$ cat config.mk
export PLATFORM = sky130hd
export DESIGN_NAME = pic_rx
export DESIGN_NICKNAME = d
export VERILOG_FILES = /design/src/rtl/pic_rx.sv
export SDC_FILE = /design/constraint.sdc
export NUM_CORES = 1
export LEC_CHECK = 0
export CAP_MARGIN = 10
export CORE_ASPECT_RATIO = 1.75
export CORE_MARGIN = 2
export CORE_UTILIZATION = 45
export CTS_CLUSTER_DIAMETER = 40
export DETAILED_ROUTE_END_ITERATION = 10
export GPL_ROUTABILITY_DRIVEN = 0
export GPL_TIMING_DRIVEN = 0
export PLACE_DENSITY = 0.77
export SLEW_MARGIN = 40
export SYNTH_ARGS = -nofsm -noshare
export SYNTH_HDL_FRONTEND = slang
export SYNTH_SLANG_ARGS = --single-unit
$ cat constraint.sdc
create_clock -name clock_system -period 3.6 [get_ports clock_system]
set_clock_uncertainty 0.15 [all_clocks]
set_input_delay 0.72 -clock clock_system [delete_from_list [all_inputs] [get_ports clock_system]]
set_output_delay 0.72 -clock clock_system [all_outputs]
set_load 0.02 [all_outputs]
$ cat src/rtl/pic_rx.sv
// ---------------------------------------------------------------------------
// pic_rx -- UART receiver (8 data bits, LSB first, 1 stop bit) for the serial
// PIC command line. This is the receive-side counterpart of pic_tx.
//
// The line goes through a 2-flop synchronizer. Each bit is then decided by a
// 3-sample majority vote taken around the bit centre. Every good byte appears
// on recv_data together with a one-cycle recv_finish strobe. That strobe can
// drive the write enable of the PIC command FIFO directly.
//
// Ports:
//   clock_system  in   system clock (24 MHz)
//   rstn          in   asynchronous active-low reset
//   rx            in   serial line, idles high, asynchronous to the clock
//   recv_data     out  [7:0] last good byte, held until the next good byte
//   recv_finish   out  one-cycle pulse, recv_data valid in the same cycle
//   frame_err     out  one-cycle pulse on bad stop bit (or bad parity)
//   busy          out  high while the receiver is not idle
//
// Parameter:
//   CLKS_PER_BIT  clock cycles per bit, legal range 8..65535
//
// Build option:
//   PIC_RX_PARITY_EN  when defined, an even-parity bit is expected between
//                     data bit 7 and the stop bit (8E1). When not defined,
//                     the receiver handles 8N1 only.
// ---------------------------------------------------------------------------
module pic_rx #(
    parameter int CLKS_PER_BIT = 208
) (
    input  logic       clock_system,
    input  logic       rstn,
    input  logic       rx,
    output logic [7:0] recv_data,
    output logic       recv_finish,
    output logic       frame_err,
    output logic       busy
);

    localparam int CW = $clog2(CLKS_PER_BIT);
    // The start bit is decided at its centre. Later bits are decided one
    // full bit period after the previous decision.
    localparam logic [CW-1:0] START_DEC = CW'(CLKS_PER_BIT / 2 + 1);
    localparam logic [CW-1:0] BIT_DEC   = CW'(CLKS_PER_BIT - 1);

`ifdef PIC_RX_PARITY_EN
    typedef enum logic [2:0] {
        S_IDLE, S_START, S_DATA, S_PARITY, S_STOP, S_BREAK
    } state_t;
`else
    typedef enum logic [2:0] {
        S_IDLE, S_START, S_DATA, S_STOP, S_BREAK
    } state_t;
`endif

    state_t          state_q;
    logic [1:0]      sync_q;
    logic [1:0]      hist_q;
    logic [CW-1:0]   cnt_q;
    logic [2:0]      bit_q;
    logic [7:0]      shift_q;
    logic [7:0]      recv_data_q;
    logic            finish_q;
    logic            err_q;
    logic            busy_q;
`ifdef PIC_RX_PARITY_EN
    logic            par_q;
    logic            par_ok;
`endif

    logic            rx_s;
    logic            vote;

    assign rx_s = sync_q[1];

    // hist_q holds rx_s from the two previous cycles. The vote at a decision
    // cycle therefore covers cnt-2, cnt-1 and cnt.
    assign vote = (hist_q[1] & hist_q[0]) | (hist_q[1] & rx_s) | (hist_q[0] & rx_s);

`ifdef PIC_RX_PARITY_EN
    // Even parity: data ones plus the parity bit must give an even count.
    assign par_ok = ((^shift_q) == par_q);
`endif

    always_ff @(posedge clock_system or negedge rstn) begin
        if (!rstn) begin
            sync_q      <= 2'b11;
            hist_q      <= 2'b11;
            state_q     <= S_IDLE;
            cnt_q       <= '0;
            bit_q       <= '0;
            shift_q     <= '0;
            recv_data_q <= '0;
            finish_q    <= 1'b0;
            err_q       <= 1'b0;
            busy_q      <= 1'b0;
`ifdef PIC_RX_PARITY_EN
            par_q       <= 1'b0;
`endif
        end else begin
            sync_q   <= {sync_q[0], rx};
            hist_q   <= {hist_q[0], rx_s};
            finish_q <= 1'b0;
            err_q    <= 1'b0;

            case (state_q)
                S_IDLE: begin
                    cnt_q <= '0;
                    if (!rx_s) begin
                        // The cycle that sees the edge counts as cnt=0.
                        state_q <= S_START;
                        cnt_q   <= CW'(1);
                        busy_q  <= 1'b1;
                    end
                end

                S_START: begin
                    if (cnt_q == START_DEC) begin
                        cnt_q <= '0;
                        if (vote) begin
                            // A glitch, not a start bit.
                            state_q <= S_IDLE;
                            busy_q  <= 1'b0;
                        end else begin
                            state_q <= S_DATA;
                            bit_q   <= '0;
                        end
                    end else begin
                        cnt_q <= cnt_q + CW'(1);
                    end
                end

                S_DATA: begin
                    if (cnt_q == BIT_DEC) begin
                        cnt_q   <= '0;
                        shift_q <= {vote, shift_q[7:1]};
                        bit_q   <= bit_q + 3'd1;
                        if (bit_q == 3'd7) begin
`ifdef PIC_RX_PARITY_EN
                            state_q <= S_PARITY;
`else
                            state_q <= S_STOP;
`endif
                        end
                    end else begin
                        cnt_q <= cnt_q + CW'(1);
                    end
                end

`ifdef PIC_RX_PARITY_EN
                S_PARITY: begin
                    if (cnt_q == BIT_DEC) begin
                        cnt_q   <= '0;
                        par_q   <= vote;
                        state_q <= S_STOP;
                    end else begin
                        cnt_q <= cnt_q + CW'(1);
                    end
                end
`endif

                S_STOP: begin
                    if (cnt_q == BIT_DEC) begin
                        cnt_q <= '0;
                        if (!vote) begin
                            // Bad stop bit. Wait in BREAK so that a held-low
                            // line cannot produce a stream of frames.
                            err_q   <= 1'b1;
                            state_q <= S_BREAK;
`ifdef PIC_RX_PARITY_EN
                        end else if (!par_ok) begin
                            err_q   <= 1'b1;
                            state_q <= S_IDLE;
                            busy_q  <= 1'b0;
`endif
                        end else begin
                            // Return at mid stop bit so a back-to-back start
                            // edge is not missed.
                            recv_data_q <= shift_q;
                            finish_q    <= 1'b1;
                            state_q     <= S_IDLE;
                            busy_q      <= 1'b0;
                        end
                    end else begin
                        cnt_q <= cnt_q + CW'(1);
                    end
                end

                S_BREAK: begin
                    cnt_q <= '0;
                    if (rx_s) begin
                        state_q <= S_IDLE;
                        busy_q  <= 1'b0;
                    end
                end

                default: begin
                    state_q <= S_IDLE;
                    cnt_q   <= '0;
                    busy_q  <= 1'b0;
                end
            endcase
        end
    end

    assign recv_data   = recv_data_q;
    assign recv_finish = finish_q;
    assign frame_err   = err_q;
    assign busy        = busy_q;

endmodule

==> results.toml, run 1 <==
[synth]
ys_seq_area_share_pct = 56.3
ys.flop_type = "dfrtp_1"
netlist_area_um2 = 1650
synth_commonest_cells = "dfrtp_1, nor2_1, mux2_2, mux2_4, nand3_1"
synth_top_area_share_pct = 50.0
synthesis.nets = 133
synth-warning-count = 0
synth_top_area_cell = "dfrtp_1"
syn_inst = 126
ys_ff_latch = 37
synth_edf_count = 0
postSynthAreaPerCell_um2 = 13.1
yosysMostFrequentCell = "dfrtp_1"
async_flop_share_pct = 100
synth_cell_type_count = 42
yosys-top-cells-area = "dfrtp_1, mux2_4, dfstp_2"

[clock_network]
cts.clk_slew.worst_paths_ns = 0.07
cts_buffer_depth = 2
cts_hold_buf = 0
ctsResizeCount = 0
htree_levels = 2
cts_buffers = 5
cts_root_buf = "clkbuf_8"
tritoncts = "done"
cts.sinks = 37
insertion_delay_ns = 0.29
cts_setup_buffers = 0

[setup_path]
r2r-end = "shift_q[6]"
slowest_stage = "nor3_1"
r2r_start = "cnt_q[0]"
crit_buf_inv = 1
crit_type = "flip-flop to flip-flop"
reg2reg_depth = 6
end_kind = "flip-flop"
cp.depth = 6
critPathMaxStageDelay_ns = 0.50
arrival_ns = 2.18
reg2reg_slack_ns = 1.44
critPathLaunchType = "flip-flop"
path_max_fanout = 9
path_cells = "ha_1 > and3_1 > buf_4 > nand2_4 > nor3_1 > mux2_2"
critPathTopFamily = "simple AND/OR/NAND/NOR gates"
required_ns = 3.63

[floorplan]
die_h_um = 84.2
core_area_um2 = 3560
start_util_pct = 46.5
die_area_um2 = 4190
ios = 14
fp-row-count = 29
dieWidth_um = 49.8

[timing]
min_period_ns = 2.16
slew_violations = 0
setup_viol = 0
max-slew-margin-rel_pct = 57.8
hold_ws_ns = 0.200
fin_setup_tns_ns = 0
rsz0062_at_grt = "no"
fmax_mhz = 464
worst_slew_pin_slew_ns = 0.628
period_share_pct = 59.9
hold_viol_final = 0

[min_path]
hp-class = "input pin to asynchronous set/reset pin"

[grt]
antenna_found_initial = 0
grt_max_degree = 23
use_met3_pct = 4.27
track_usage_pct = 16.0
first_global_vias = 1109
use_met1_pct = 16.4
grt_pass1_wl_mm = 5.08
top_usage_layer = "met2"
grt_overflow = 0
grtUsageMet2_pct = 29.6

[drt]
vias = 1032
drt.antenna.violating_nets = 0
drt_iter0_drc = 14
via_per_inst = 5.32
wl_mm = 2.83
route.detailed.drc = 0
wire_per_inst_um = 14.6
dr.pass1.iters = 4

[final_layout]
final_nets = 154
drive_above_1_share_pct = 29.7
syn_to_final_growth_pct = 20.0
n_antenna_cell = 0

[power_and_ir_drop]
ir_drop_mv = 0.362
p_per_area_nw_per_um2 = 408
power.leakage_nw = 0.943

[run]
max-cap-violations = 0

[outcome]
status = "finished, final reports clean"

[placed_design]
place_hpwl_mm = 2.15
port-buffer-count = 13
-- layer usage --
| metal | vias up | part of all wire, % |
|---|---|---|
| met5 | - | 0 |
| met4 | 0 | 2.0 |
| met3 | 6 | 3.1 |
| met2 | 18 | 58 |
| met1 | 521 | 36 |
| li1 | 487 | - |
-- area by class of cell --
cell class	instances	area, um2
buffer	5	32.5
sequential	37	931
multi-input combinational	82	682
tap	46	57.6
inverter	2	7.51
timing repair buffer	14	153
clock inverter	2	37.5
clock buffer	6	82.6
fill	320	1570
-- state kept, by name, summed over array words and instances, names as in the netlist --
register and count:
bit_q 3, recv_data 8, cnt_q 8, shift_q 8
sync_q 2, hist_q 2, frame_err 1, busy 1
recv_finish 1, state_q 3
-- stage by stage --
step / cell area [um2] / instances / utilization (%) / power [mW] / setup slack (ns)
2_1_floorplan: 1650 / 126 / - / 0.435 / 1.62
3_3_place_gp: 1840 / 185 / 51.8 / 0.446 / 0.948
3_5_place_dp: 1860 / 186 / 52.4 / 0.450 / 1.43
4_1_cts: 1980 / 194 / 55.8 / 0.820 / 1.42
5_1_grt: 1980 / 194 / 55.8 / 0.844 / 1.31
6_report: 1980 / 194 / 55.8 / 0.810 / 1.44
-- worst max path at each step --
stage / from / endpoint / slack [ns]
finish: cnt_q[0] / shift_q[6] / 1.44
global route: cnt_q[0] / shift_q[6] / 1.31
CTS: cnt_q[0] / shift_q[6] / 1.42
detailed placement: cnt_q[0] / shift_q[6] / 1.43
global placement: rstn / bit_q[0] / 0.95
floorplan: cnt_q[0] / recv_data[0] / 1.62
-- report_power, final --
| part | internal, mW | total [mW] | switching, mW | leakage (nW) |
|---|---|---|---|---|
| logic | 0.00769 | 0.0197 | 0.0120 | 0.407 |
| registers | 0.420 | 0.422 | 0.00184 | 0.478 |
| clock network | 0.225 | 0.368 | 0.143 | 0.0574 |
| total | 0.652 | 0.810 | 0.157 | 0.943 |
-- kinds of logic after synthesis --
group / after synthesis / synth area share [%]
simple gates: 40 / 14.6
flops: 37 / 56.3
mux: 17 / 13.4
compound gates: 13 / 5.75
buf+inv: 7 / 2.42
xor+xnor: 6 / 3.18
fa+ha+maj: 6 / 4.32
-- layout by cell type (no fill, tap or decap), types with 2 or more instances in the layout --
cell type / n
a21oi_1: 3
a22o_1: 2
a31oi_1: 2
and3_1: 2
buf_2: 3
clkbuf_8: 6
clkdlybuf4s50_1: 12
dfrtp_1: 33
dfstp_2: 4
ha_1: 4
inv_1: 2
mux2_2: 9
mux2_4: 8
nand2_1: 3
nand3_1: 5
nand4_1: 2
nor2_1: 10
nor3_1: 4
or3_1: 2
xnor2_1: 3
xor2_1: 3
(Power assumes the default switching activity.)
==> run 2: changes to the inputs <==
clock period = 2.01 ns   (was 3.6 ns; I/O delays follow)
==> run 2 against run 1 <==
Clock-buffer cell count unchanged. Largest power group unchanged. Critical path type unchanged. Die area did not move. First-iteration DRC count grew 14%. Maximum frequency up 7.3%. Final area up 3.1%. Critical endpoint is now recv_data[4]. Setup slack got worse by 1.4 ns. Sequential share of layout area fell by 1.4 points.
==> results.toml, run 2 (same netlist as run 1, synthesis figures left out) <==
[final_layout]
drive_above_1_share_pct = 34.6
final_nets = 159
n_antenna_cell = 0
final_cell_mix = "dfrtp_1, clkdlybuf4s50_1, nor2_1, mux2_4, mux2_2"
num-fill-cells = 317
stdcell_area_um2 = 2040
final_common_cell = "dfrtp_1"
syn_to_final_growth_pct = 23.7
layout.cells.non_filler = 199

[timing]
fmax_mhz = 498
period_share_pct = 99.9
rsz0062_at_grt = "yes"
min_period_ns = 2.01
hold_viol_final = 0
max-slew-margin-rel_pct = 63.8
worst_slew_pin_slew_ns = 0.543
setup_viol = 0
slew_violations = 0

[setup_path]
r2r-end = "recv_data[4]"
critPathMaxStageDelay_ns = 0.47
arrival_ns = 2.03
path_max_fanout = 9
required_ns = 2.04
crit_start = "cnt_q[1]"
end_kind = "flip-flop"
path_cells = "ha_2 > and3_1 > buf_6 > nand2_4 > or3_4 > mux2_4"
reg2reg_slack_ns = 0.002
critPathLaunchType = "flip-flop"
r2r_start = "cnt_q[1]"
slowest_stage = "or3_4"
crit_type = "flip-flop to flip-flop"
reg2reg_depth = 6

[drt]
dr.pass1.iters = 4
drt_iter0_drc = 16
via_per_inst = 5.25
route.detailed.drc = 0
wire_per_inst_um = 14.4
vias = 1045
drt.antenna.violating_nets = 0
wl_mm = 2.87

[grt]
grt_pass1_wl_mm = 5.20
track_usage_pct = 16.4
grt_overflow = 0
antenna_found_initial = 0
grt_max_degree = 23
first_global_vias = 1134

[min_path]
hp-class = "flip-flop to flip-flop"
hp-start = "sync_q[0]"
worstHoldPathCells = 0
hold_path_end = "sync_q[1]"

[clock_network]
cts_buffers = 5
insertion_delay_ns = 0.29
cts_buffer_depth = 2
cts.clk_slew.worst_paths_ns = 0.07
tritoncts = "done"
htree_levels = 2
cts.sinks = 37
cts_root_buf = "clkbuf_8"

[placed_design]
place_hpwl_mm = 2.15
placed_cell_area_um2 = 1860
post-place-cells = 186
port-buffer-count = 13

[floorplan]
core_area_um2 = 3560
dieWidth_um = 49.8
fp-row-count = 29
ios = 14
die_h_um = 84.2
start_util_pct = 46.5
die_area_um2 = 4190

[outcome]
status = "finished, final reports clean"

[power_and_ir_drop]
power.leakage_nw = 0.969
p_per_area_nw_per_um2 = 713
ir_drop_mv = 0.643

[run]
max-cap-violations = 0
## run 2: cell type report
type / count / area, um2 / share of cell area (%)
Clock inverter: 2 / 37.5 / 1.84
Multi-Input combinational cell: 82 / 699 / 34.2
Sequential cell: 37 / 931 / 45.5
Timing Repair Buffer: 20 / 200 / 9.79
Tap cell: 46 / 57.6 / 2.82
Clock buffer: 6 / 82.6 / 4.04
Buffer: 4 / 28.8 / 1.41
Inverter: 2 / 7.51 / 0.367
## run 2: stage by stage
step	utilization (%)	total power [mW]	TNS (ns)	worst slack [ns]	hold WS, ns
floorplan	-	0.778	0	0.0336	-0.0436
global placement	51.8	0.798	-11.19	-0.324	0.196
detailed placement	52.4	0.805	-0.997	-0.163	0.197
CTS	56.6	1.47	0	0.0169	0.207
global route	57.5	1.52	-0.553	-0.0583	0.217
finish	57.5	1.46	0	0.00169	0.206
## run 2: worst max path at each step
| stage | endpoint | slack (ns) | cells after the start |
|---|---|---|---|
| 6_report | recv_data[4] | 0.002 | 6 |
| 5_1_grt | cnt_q[0] | -0.06 | 6 |
| 4_1_cts | bit_q[0] | 0.02 | 4 |
| 3_5_place_dp | shift_q[6] | -0.16 | 6 |
| 3_3_place_gp | bit_q[0] | -0.32 | 1 |
| 2_1_floorplan | recv_data[0] | 0.03 | 7 |
## run 2: worst max-delay path: cells and delay by family (launching register included)
family	cells	cell delay, ns
and+or+nand+nor	3	0.73
adders and majority gates	1	0.19
muxes	1	0.33
buffers and inverters	1	0.11
DFF	1	0.37
## run 2: repair_timing
item / in CTS / in global routing
setup endpoints to repair: 19 / 16
cloned: 0 / 0
hold buffers: 1 / 0
endpoints found under the hold margin: 11 / 0
buffers inserted: 2 / 3
gates resized for setup: 5 / 4
pin swaps: 2 / 2
## run 2: report_power, final
part	internal (mW)	leakage (nW)	switching, mW
Clock	0.403	0.0574	0.256
Combinational	0.0203	0.433	0.0229
Sequential	0.752	0.478	0.00283
## run 2: routing by layer
layer  GRT usage, %  routed length (um)  vias to the layer above
met5              0                   0                        -
met4           6.82                  57                        0
met3           4.27                  91                        6
met2           30.5                1670                       20
met1           16.8                1050                      525
li1               -                   -                      494
